`src/rtl/catch_game_if.sv`:
```
// Link between the catch-game controller and the LED datapath.
// Signalling: hit/miss are single-cycle pulses from the datapath, sampled on
// every clk edge with no back-pressure; tick is a single-cycle strobe from the
// controller. Every other field is a registered status level, valid every cycle.
interface catch_game_if;
    logic       hit;
    logic       miss;
    logic       tick;
    logic [2:0] state;
    logic [2:0] level;
    logic [1:0] lives;
    logic [6:0] score;
    logic       flash;
    logic       game_over;

    modport master (
        input  hit, miss,
        output tick, state, level, lives, score, flash, game_over
    );

    modport slave (
        output hit, miss,
        input  tick, state, level, lives, score, flash, game_over
    );
endinterface

```
`src/rtl/catch_game_ctrl.sv`:
```
// Game sequencer for the LED-catch datapath: start-button debounce,
// IDLE/PLAY/LEVEL_UP/OVER FSM, level-dependent shift tick, and the score,
// lives and level counters.
// Optional feature: define CATCH_PAUSE_EN to add the PAUSE state (press in
// PLAY freezes the game, press in PAUSE resumes it).
module catch_game_ctrl #(
    parameter int BASE_DIV       = 5_000_000,
    parameter int DIV_STEP       = 500_000,
    parameter int MAX_LEVEL      = 7,
    parameter int HITS_PER_LEVEL = 4,
    parameter int LIVES          = 3,
    parameter int FLASH_TICKS    = 4,
    parameter int DEB_CYCLES     = 1_000_000
) (
    input  logic         clk,
    input  logic         rst,
    input  logic         start_btn,
    catch_game_if.master bus
);

    typedef enum logic [2:0] {
        S_IDLE     = 3'd0,
        S_PLAY     = 3'd1,
        S_LEVEL_UP = 3'd2,
`ifdef CATCH_PAUSE_EN
        S_OVER     = 3'd3,
        S_PAUSE    = 3'd4
`else
        S_OVER     = 3'd3
`endif
    } state_t;

    localparam int HCW = $clog2(HITS_PER_LEVEL + 1);
    localparam int DCW = $clog2(DEB_CYCLES + 1);
    localparam int FCW = $clog2(FLASH_TICKS + 1);

    localparam logic [31:0] BASE_P     = 32'(BASE_DIV);
    localparam logic [31:0] STEP_P     = 32'(DIV_STEP);
    localparam logic [2:0]  MAX_L      = 3'(MAX_LEVEL);
    localparam logic [1:0]  LIVES_INIT = 2'(LIVES);
    localparam logic [HCW-1:0] HIT_LAST  = HCW'(HITS_PER_LEVEL - 1);
    localparam logic [DCW-1:0] DEB_LAST  = DCW'(DEB_CYCLES - 1);
    localparam logic [FCW-1:0] FLASH_LAST = FCW'(FLASH_TICKS - 1);

    state_t         state_q, state_d;
    logic           btn_s1, btn_s2, btn_deb, btn_deb_q, press;
    logic [DCW-1:0] deb_cnt;
    logic [31:0]    div_cnt, period;
    logic           wrap, div_clear, pause_edge;
    logic [FCW-1:0] flash_cnt;
    logic [HCW-1:0] hit_cnt;
    logic [2:0]     level_q;
    logic [1:0]     lives_q;
    logic [6:0]     score_q;
    logic           tick_q, flash_q, over_q;
    logic           do_init, do_hit, do_miss, do_level;

    // Synchronise the raw button, then accept a new level only after it has
    // differed from the debounced value for DEB_CYCLES consecutive cycles.
    always_ff @(posedge clk) begin
        if (rst) begin
            btn_s1    <= 1'b0;
            btn_s2    <= 1'b0;
            btn_deb   <= 1'b0;
            btn_deb_q <= 1'b0;
            deb_cnt   <= '0;
        end else begin
            btn_s1    <= start_btn;
            btn_s2    <= btn_s1;
            btn_deb_q <= btn_deb;
            if (btn_s2 == btn_deb) begin
                deb_cnt <= '0;
            end else if (deb_cnt == DEB_LAST) begin
                btn_deb <= btn_s2;
                deb_cnt <= '0;
            end else begin
                deb_cnt <= deb_cnt + 1'b1;
            end
        end
    end

    assign press = btn_deb & ~btn_deb_q;

    // Tick period shrinks with level in PLAY; LEVEL_UP always times in base periods.
    assign period = (state_q == S_LEVEL_UP) ? BASE_P : (BASE_P - 32'(level_q) * STEP_P);
    assign wrap   = (div_cnt == period - 32'd1);

`ifdef CATCH_PAUSE_EN
    assign pause_edge = (state_q == S_PAUSE) || (state_d == S_PAUSE);
`else
    assign pause_edge = 1'b0;
`endif
    // PLAY<->PAUSE keeps the divider count so the game resumes mid-period.
    assign div_clear = (state_d != state_q) && !pause_edge;

    // FSM state register.
    always_ff @(posedge clk) begin
        if (rst) state_q <= S_IDLE;
        else     state_q <= state_d;
    end

    // Next-state logic and the per-cycle counter update requests.
    always_comb begin
        state_d  = state_q;
        do_init  = 1'b0;
        do_hit   = 1'b0;
        do_miss  = 1'b0;
        do_level = 1'b0;
        case (state_q)
            S_IDLE, S_OVER: begin
                if (press) begin
                    state_d = S_PLAY;
                    do_init = 1'b1;
                end
            end
            S_PLAY: begin
`ifdef CATCH_PAUSE_EN
                if (press) state_d = S_PAUSE;
                else
`endif
                if (bus.miss) begin
                    // A simultaneous hit is dropped: the miss wins.
                    do_miss = 1'b1;
                    if (lives_q == 2'd1) state_d = S_OVER;
                end else if (bus.hit) begin
                    do_hit = 1'b1;
                    if (hit_cnt == HIT_LAST && level_q < MAX_L) state_d = S_LEVEL_UP;
                end
            end
            S_LEVEL_UP: begin
                if (wrap && flash_cnt == FLASH_LAST) begin
                    state_d  = S_PLAY;
                    do_level = 1'b1;
                end
            end
`ifdef CATCH_PAUSE_EN
            S_PAUSE: begin
                if (press) state_d = S_PLAY;
            end
`endif
            default: state_d = S_IDLE;
        endcase
    end

    // Divider, flash timer, game counters and registered outputs.
    always_ff @(posedge clk) begin
        if (rst) begin
            div_cnt   <= '0;
            flash_cnt <= '0;
            hit_cnt   <= '0;
            level_q   <= '0;
            lives_q   <= LIVES_INIT;
            score_q   <= '0;
            tick_q    <= 1'b0;
            flash_q   <= 1'b0;
            over_q    <= 1'b0;
        end else begin
            tick_q  <= (state_q == S_PLAY) && (state_d == S_PLAY) && wrap;
            flash_q <= (state_d == S_LEVEL_UP);
            over_q  <= (state_d == S_OVER);

            if (div_clear) begin
                div_cnt <= '0;
            end else if (state_q == S_PLAY || state_q == S_LEVEL_UP) begin
                div_cnt <= wrap ? 32'd0 : div_cnt + 32'd1;
            end

            if (state_q != S_LEVEL_UP || state_d != S_LEVEL_UP) flash_cnt <= '0;
            else if (wrap)                                       flash_cnt <= flash_cnt + 1'b1;

            if (do_init) begin
                score_q <= '0;
                lives_q <= LIVES_INIT;
                level_q <= '0;
                hit_cnt <= '0;
            end
            if (do_miss) lives_q <= lives_q - 2'd1;
            if (do_hit) begin
                if (score_q != 7'd127) score_q <= score_q + 7'd1;
                // Zero on reaching the quota: wraps at MAX_LEVEL, and is the
                // fresh count for the next level otherwise.
                hit_cnt <= (hit_cnt == HIT_LAST) ? '0 : hit_cnt + 1'b1;
            end
            if (do_level) begin
                level_q <= level_q + 3'd1;
                hit_cnt <= '0;
            end
        end
    end

    assign bus.tick      = tick_q;
    assign bus.state     = state_q;
    assign bus.level     = level_q;
    assign bus.lives     = lives_q;
    assign bus.score     = score_q;
    assign bus.flash     = flash_q;
    assign bus.game_over = over_q;

endmodule
```
`src/flat_wrapper.sv`:
```
// flat-port wrapper written by rule: the top's interface ports become plain ports
module catch_game_ctrl_flat 
#(
    parameter int BASE_DIV       = 5_000_000,
    parameter int DIV_STEP       = 500_000,
    parameter int MAX_LEVEL      = 7,
    parameter int HITS_PER_LEVEL = 4,
    parameter int LIVES          = 3,
    parameter int FLASH_TICKS    = 4,
    parameter int DEB_CYCLES     = 1_000_000
)
  (clk, rst, start_btn, bus_hit, bus_miss, bus_tick, bus_state, bus_level, bus_lives, bus_score, bus_flash, bus_game_over);
  catch_game_if bus_i ();
  input  logic clk;
  input  logic rst;
  input  logic start_btn;
  input wire logic [$bits(bus_i.hit)-1:0] bus_hit;
  input wire logic [$bits(bus_i.miss)-1:0] bus_miss;
  output wire logic [$bits(bus_i.tick)-1:0] bus_tick;
  output wire logic [$bits(bus_i.state)-1:0] bus_state;
  output wire logic [$bits(bus_i.level)-1:0] bus_level;
  output wire logic [$bits(bus_i.lives)-1:0] bus_lives;
  output wire logic [$bits(bus_i.score)-1:0] bus_score;
  output wire logic [$bits(bus_i.flash)-1:0] bus_flash;
  output wire logic [$bits(bus_i.game_over)-1:0] bus_game_over;
  assign bus_i.hit = bus_hit;
  assign bus_i.miss = bus_miss;
  assign bus_tick = bus_i.tick;
  assign bus_state = bus_i.state;
  assign bus_level = bus_i.level;
  assign bus_lives = bus_i.lives;
  assign bus_score = bus_i.score;
  assign bus_flash = bus_i.flash;
  assign bus_game_over = bus_i.game_over;
  catch_game_ctrl #(.BASE_DIV(BASE_DIV), .DIV_STEP(DIV_STEP), .MAX_LEVEL(MAX_LEVEL), .HITS_PER_LEVEL(HITS_PER_LEVEL), .LIVES(LIVES), .FLASH_TICKS(FLASH_TICKS), .DEB_CYCLES(DEB_CYCLES)) u_core (.clk(clk), .rst(rst), .start_btn(start_btn), .bus(bus_i));
endmodule
```
`config.mk`:
```
export PLATFORM = sky130hd
export DESIGN_NAME = catch_game_ctrl_flat
export DESIGN_NICKNAME = d
export VERILOG_FILES = /design/src/rtl/catch_game_if.sv /design/src/rtl/catch_game_ctrl.sv /design/src/flat_wrapper.sv
export SDC_FILE = /design/constraint.sdc
export NUM_CORES = 1
export LEC_CHECK = 0
export ABC_AREA = 1
export CAP_MARGIN = 20
export CORE_ASPECT_RATIO = 0.7
export CORE_MARGIN = 10
export CORE_UTILIZATION = 45
export DETAILED_ROUTE_END_ITERATION = 16
export SLEW_MARGIN = 20
export SYNTH_ARGS = -nofsm -noshare
export SYNTH_HDL_FRONTEND = slang
export SYNTH_SLANG_ARGS = --single-unit
```
`constraint.sdc`:
```
create_clock -name clk -period 7.6 [get_ports clk]
set_clock_uncertainty 0.05 [all_clocks]
set_input_delay 0.76 -clock clk [delete_from_list [all_inputs] [get_ports clk]]
set_output_delay 0.76 -clock clk [all_outputs]
set_load 0.05 [all_outputs]
```
==> results.json, run 1 <==
{
  "die-area_um2": 19250,
  "cap_violations": 0,
  "ys.flop_type": "dfxtp_1",
  "drv_slew": 0,
  "netlist_top_cells_count": "nand2_1 (238), inv_1 (147), nor2_1 (129)",
  "avgSynthCellArea_um2": 6.359,
  "crit_path_end_kind": "flip-flop",
  "avgViaCountPerCell": 4.987,
  "placed_area_um2": 6671,
  "rrSetupSlack_ns": 2.78,
  "pwr_density_cell_nw_per_um2": 123.8,
  "combPwrFrac_pct": 1.7,
  "whs_ns": 0.3571,
  "hpwl_um": 13030,
  "vias": 5999,
  "min_period_ns": 4.818,
  "htree_levels": 3,
  "fp.dieW_um": 161.6,
  "drt-total-wl_um": 16600,
  "yosysMostFrequentCell": "nand2_1",
  "synthArstFlopShare_pct": 0,
  "yosysWarningCount": 0,
  "ys_types": 44,
  "drc": 0,
  "yosys_register_bits": 80,
  "synth_edf_count": 0,
  "drtIter0Drc": 547,
  "start_kind": "flip-flop",
  "r2r-end": "u_core.div_cnt[0]",
  "first_pass_iters": 5,
  "clk_pin_slew_ns": 0.07,
  "ant_nets": 0,
  "globalRoute.totalOverflow": 0,
  "area_growth_pct": 10.20,
  "crit_path_max_fanout": 32,
  "cts_inserted_buffers": 9,
  "p_int_mw": 0.6593,
  "layout.cells.non_filler": 1203,
  "grt_pass1_wl_um": 28150,
  "grt_pass1_vias": 5558,
  "setup_viol": 0,
  "synth_cells": 993,
  "peakVddDrop_v": 0.0001170,
  "reg2reg_from": "u_core.bus.level[0]",
  "place.gp.congestion": 0.9428,
  "hold_buffers": 0,
  "cts.sinks": 80,
  "root_buffer": "clkbuf_16",
  "post-cts-setup-buffers": 0,
  "status": "finished clean",
  "hold_path_class": "flip-flop to flip-flop",
  "num_antenna_cells": 0,
  "setup_slack_ns": 2.782,
  "antenna_found_initial": 0,
  "grt.total_usage_pct": 17.63,
  "hold_end": "u_core.btn_s2",
  "cts_tree": "yes",
  "final_area_um2": 6959,
  "period_share_pct": 63.40,
  "timing.setup.tns_ns": 0,
  "hold_viol": 0,
  "reg2regPathDepth": 25,
  "core_area_um2": 13830,
  "syn-num-nets": 1025,
  "clk_latency_ns": 0.34,
  "yosysTopAreaCellShare_pct": 25.36,
  "hp-start": "u_core.btn_s1",
  "tightest_slew_ns": 0.9256,
  "clock_path_buffers": 2,
  "relSlewSlack_pct": 38.23,
  "ioPinCount": 23,
  "synth_top_cell_by_area": "dfxtp_1",
  "pwr-share-seq_pct": 48.8,
  "fill_cells": 1437,
  "p_sw_share_pct": 23.48,
  "pre_cts_slack_ns": 2.782,
  "clock_power_share_pct": 49.5,
  "start_util_pct": 45.67,
  "yosysSeqAreaShare_pct": 25.36,
  "rows": 36,
  "cp.arrival_ns": 4.98,
  "switching_power_mw": 0.2023,
  "die_h_um": 119.1,
  "fin_nets": 1040,
  "hold_depth": 2,
  "place_inst": 1187,
  "critPathRequiredTime_ns": 7.76,
  "synth_area_leaders": "dfxtp_1 (25%), nand2_1 (14%), inv_1 (8.7%), nor2_1 (7.7%), xor2_1 (7.5%)",
  "drive_gt1_share_pct": 7.404,
  "wl_per_cell_um": 13.80,
  "io_buffers": 22,
  "critPathKind": "flip-flop to flip-flop",
  "syn_area_um2": 6315,
  "grt_max_degree": 35,
  "cts.repair.resized": 0,
  "leakage_nw": 2.725,
  "fmax_mhz": 207.5,
  "rsz0062_at_grt": "false"
}
[final cells by class]
| cell class | instances | area, µm² | area share (%) |
|---|---|---|---|
| clock inverters | 6 | 48.80 | 0.7012 |
| inverters | 151 | 566.8 | 8.145 |
| repair buffers | 25 | 242.7 | 3.488 |
| well taps | 190 | 237.7 | 3.416 |
| clock buffers | 10 | 239.0 | 3.434 |
| multi-input cells | 741 | 4023 | 57.80 |
| flip-flops and latches | 80 | 1602 | 23.01 |
[layout by cell type (no fill, tap or decap), types with 26 or more instances in the layout]
master    count
nand2_1     238
inv_1       147
nor2_1      129
dfxtp_1      80
nand3_1      62
xor2_1       54
a21oi_1      35
nor3_1       28
nand3b_1     26
[through the flow]
step	util [%]	power, mW
after floorplan	-	0.4414
after global placement	48.24	0.4450
after detailed placement	48.24	0.4450
after CTS	50.33	0.8744
after global routing	50.33	0.8948
final	50.33	0.8617
[sequential cells by signal, indices dropped and copies added, names as in the netlist]
name,flops
u_core.div_cnt,32
u_core.btn_deb_q,1
u_core.bus.flash,1
u_core.hit_cnt,3
u_core.bus.level,3
u_core.bus.lives,2
u_core.btn_s1,1
u_core.bus.tick,1
u_core.deb_cnt,20
u_core.btn_s2,1
u_core.flash_cnt,3
u_core.bus.state,3
u_core.btn_deb,1
u_core.bus.game_over,1
u_core.bus.score,7
[worst max path at each step]
stage	start	to	slack, ns	depth (start not counted)
6_report	u_core.bus.level[0]	u_core.div_cnt[0]	2.78	25
5_1_grt	u_core.bus.level[0]	u_core.div_cnt[31]	2.18	27
2_1_floorplan	u_core.bus.level[0]	u_core.div_cnt[4]	3.20	26
3_3_place_gp	u_core.bus.level[0]	u_core.div_cnt[1]	2.90	25
3_5_place_dp	u_core.bus.level[0]	u_core.div_cnt[22]	2.78	25
4_1_cts	u_core.bus.level[0]	u_core.div_cnt[22]	2.74	25
[kinds of logic (layout without fill, tap and decap cells)]
family / Yosys count / after routing / share of synthesized area [%]
AND/OR/NAND/NOR: 582 / 582 / 43.11
buffers and inverters: 172 / 192 / 10.94
flip-flops: 80 / 80 / 25.36
AO/OA/AOI/OAI: 68 / 68 / 5.964
XOR/XNOR: 63 / 63 / 8.857
adder cells (fa/ha/maj): 27 / 27 / 5.706
other: 1 / 1 / 0.05938
[worst max-delay path, stage by stage (launching register included)]
cell     delay (ns)
dfxtp_1        0.72
inv_2          0.14
ha_1           0.31
inv_1          0.06
ha_1           0.24
fa_1           0.42
xnor2_1        0.30
inv_1          0.11
nand2_1        0.07
nand2_1        0.07
nand3_1        0.11
nand3_1        0.16
nand2_1        0.21
inv_1          0.10
nand2_2        0.14
inv_1          0.07
o21ai_1        0.10
nand2_1        0.07
inv_1          0.05
nand2_1        0.04
nor2_1         0.20
nand4_2        0.26
nand3_1        0.13
nand2_1        0.09
nand3_4        0.37
nor2_1         0.07
[metal layers]
| layer | track usage (%) | vias up | share of wire, % |
|---|---|---|---|
| li1 | - | 3178 | - |
| met1 | 26.99 | 2655 | 54 |
| met2 | 23.56 | 159 | 38 |
| met3 | 4.508 | 7 | 7.7 |
| met4 | 4.195 | 0 | 0.80 |
| met5 | 0 | - | 0 |
[power by group through the flow]
| stage | Clock [mW] | Combinational [mW] | Sequential [mW] |
|---|---|---|---|
| detailed placement | 0 | 0.0146 | 0.430 |
| global route | 0.458 | 0.0160 | 0.421 |
| floorplan | 0 | 0.0102 | 0.431 |
| finish | 0.427 | 0.0143 | 0.421 |
| global placement | 0 | 0.0146 | 0.430 |
| CTS | 0.439 | 0.0146 | 0.421 |
Note: power is estimated with default switching activity, not from simulation.
==> run 2: changes to the inputs <==
Clock period 7.6 ns to 4.2 ns, I/O delays scaled along.
==> results.json, run 2 (synthesis gave the netlist of run 1 again) <==
{
  "status": "finished clean",
  "cts_tree": "yes",
  "cp.arrival_ns": 4.19,
  "tightest_slew_ns": 0.9032,
  "layout_common_cells": "nand2_1 (233), inv_1 (146), nor2_1 (123)",
  "p_sw_share_pct": 24.72,
  "wl_per_cell_um": 14.43,
  "cap_violations": 0,
  "grt.total_usage_pct": 17.42,
  "reg2regPathDepth": 25,
  "drtIter0Drc": 565,
  "area_growth_pct": 14.66,
  "grt_max_degree": 35,
  "start_util_pct": 45.67,
  "drv_slew": 0,
  "combPwrFrac_pct": 2.4,
  "avgViaCountPerCell": 5.008,
  "die_h_um": 119.1,
  "switching_power_mw": 0.3899,
  "place.gp.congestion": 1.003,
  "io_buffers": 22,
  "core_area_um2": 13830,
  "fin_nets": 1054,
  "fmax_mhz": 250.3,
  "num_antenna_cells": 0,
  "top_register": "u_core.div_cnt",
  "fp.dieW_um": 161.6,
  "first_pass_iters": 5,
  "rrSetupSlack_ns": 0.20,
  "clk_latency_ns": 0.35,
  "drive_gt1_share_pct": 11.10,
  "clock_power_share_pct": 49.4,
  "largest_register_ffs": 32,
  "placed_area_um2": 6766,
  "pwr_density_cell_nw_per_um2": 217.8,
  "hold_end": "u_core.btn_s2",
  "reg2reg_from": "u_core.bus.level[1]",
  "pwr-share-seq_pct": 48.2,
  "globalRoute.totalOverflow": 0,
  "hp-start": "u_core.btn_s1",
  "drt-total-wl_um": 17570,
  "leakage_nw": 2.815,
  "r2r-end": "u_core.div_cnt[29]",
  "critPathKind": "flip-flop to flip-flop",
  "peakVddDrop_v": 0.0001723,
  "htree_levels": 3,
  "cts.sinks": 80,
  "cts_inserted_buffers": 9,
  "p_int_mw": 1.187,
  "start_kind": "flip-flop",
  "vias": 6095,
  "period_share_pct": 95.14,
  "die-area_um2": 19250,
  "clock_path_buffers": 2,
  "crit_path_end_kind": "flip-flop",
  "layout_commonest_cell": "nand2_1",
  "hold_depth": 2,
  "grt_pass1_wl_um": 27930,
  "timing.setup.tns_ns": 0,
  "critPathRequiredTime_ns": 4.40,
  "ant_nets": 0,
  "setup_viol": 0,
  "antenna_found_initial": 0,
  "root_buffer": "clkbuf_16",
  "ioPinCount": 23,
  "hold_path_class": "flip-flop to flip-flop",
  "hold_viol": 0,
  "rows": 36,
  "pre_cts_slack_ns": 0.02479,
  "min_period_ns": 3.996,
  "clk_pin_slew_ns": 0.07,
  "grt_pass1_vias": 5485,
  "crit_path_max_fanout": 8,
  "final_area_um2": 7241,
  "relSlewSlack_pct": 39.72,
  "drc": 0,
  "hpwl_um": 13180,
  "setup_slack_ns": 0.2043
}
## run 2: changes by cell type in the layout (fill, tap and decap cells not counted), sizes merged
cell / previous run / this run
buf: 3 / 15
clkbuf: 10 / 11
clkinvlp: 0 / 1
## run 2: power groups by stage
stage	clock network, mW	logic (mW)	registers [mW]
floorplan	0	0.0185	0.780
global placement	0	0.0289	0.779
detailed placement	0	0.0292	0.779
CTS	0.795	0.0292	0.761
global route	0.818	0.0399	0.760
finish	0.779	0.0371	0.761
## run 2: routing by layer
metal	share of wire, %	track usage, %	vias up
met4	0.72	3.628	0
met2	40	25.05	144
met3	5.6	3.097	12
met5	0	0	-
met1	54	26.23	2732
li1	-	-	3207
## run 2: repair_timing
action | CTS | global route
hold buffers | 0 | 0
buffers inserted | 0 | 2
resized for setup | 0 | 29
endpoints found under the setup margin | 0 | 45
## run 2: layout make-up
type / instances / area [µm²]
Sequential cell: 80 / 1607
Clock inverter: 7 / 61.31
Inverter: 151 / 566.8
Timing Repair Buffer: 39 / 411.6
Tap cell: 190 / 237.7
Multi-Input combinational cell: 741 / 4131
Fill cell: 1432 / 6588
Clock buffer: 9 / 225.2
## run 2: how the worst max path moves through the flow
stage | slack (ns) | cells after the start | startpoint | endpoint
detailed placement | 0.02 | 26 | u_core.bus.level[0] | u_core.div_cnt[30]
global placement | 0.09 | 26 | u_core.bus.level[0] | u_core.div_cnt[0]
global route | -0.03 | 25 | u_core.bus.level[1] | u_core.div_cnt[29]
floorplan | 0.07 | 22 | u_core.bus.level[2] | u_core.div_cnt[4]
finish | 0.20 | 25 | u_core.bus.level[1] | u_core.div_cnt[29]
CTS | 0.003 | 26 | u_core.bus.level[0] | u_core.div_cnt[24]
## run 2: stage by stage
stage	utilization, %	hold WS [ns]	instances	power [mW]
3_3_place_gp	48.93	0.3461	1196	0.8075
2_1_floorplan	-	0.3383	993	0.7986
6_report	52.36	0.3522	1217	1.577
3_5_place_dp	48.93	0.3477	1196	0.8079
4_1_cts	51.00	0.3577	1212	1.585
5_1_grt	52.36	0.3769	1217	1.618
## run 2: worst max-delay path, cell delays in order, from the launching register on
cell	delay, ns
dfxtp_2	0.35
fa_2	0.62
fa_2	0.46
inv_1	0.08
nand2_1	0.08
nor2_2	0.13
inv_1	0.05
nand2_1	0.07
nand3_2	0.11
inv_1	0.09
nand2_1	0.06
inv_1	0.10
nand2_2	0.10
nor2_2	0.12
nand2_2	0.12
nand2_2	0.11
nand2_1	0.05
nor2_1	0.11
nand3_1	0.10
nor2_2	0.17
nand3_1	0.12
nand2_2	0.10
nand3_1	0.11
nand3_4	0.17
clkbuf_16	0.21
nor2_1	0.04
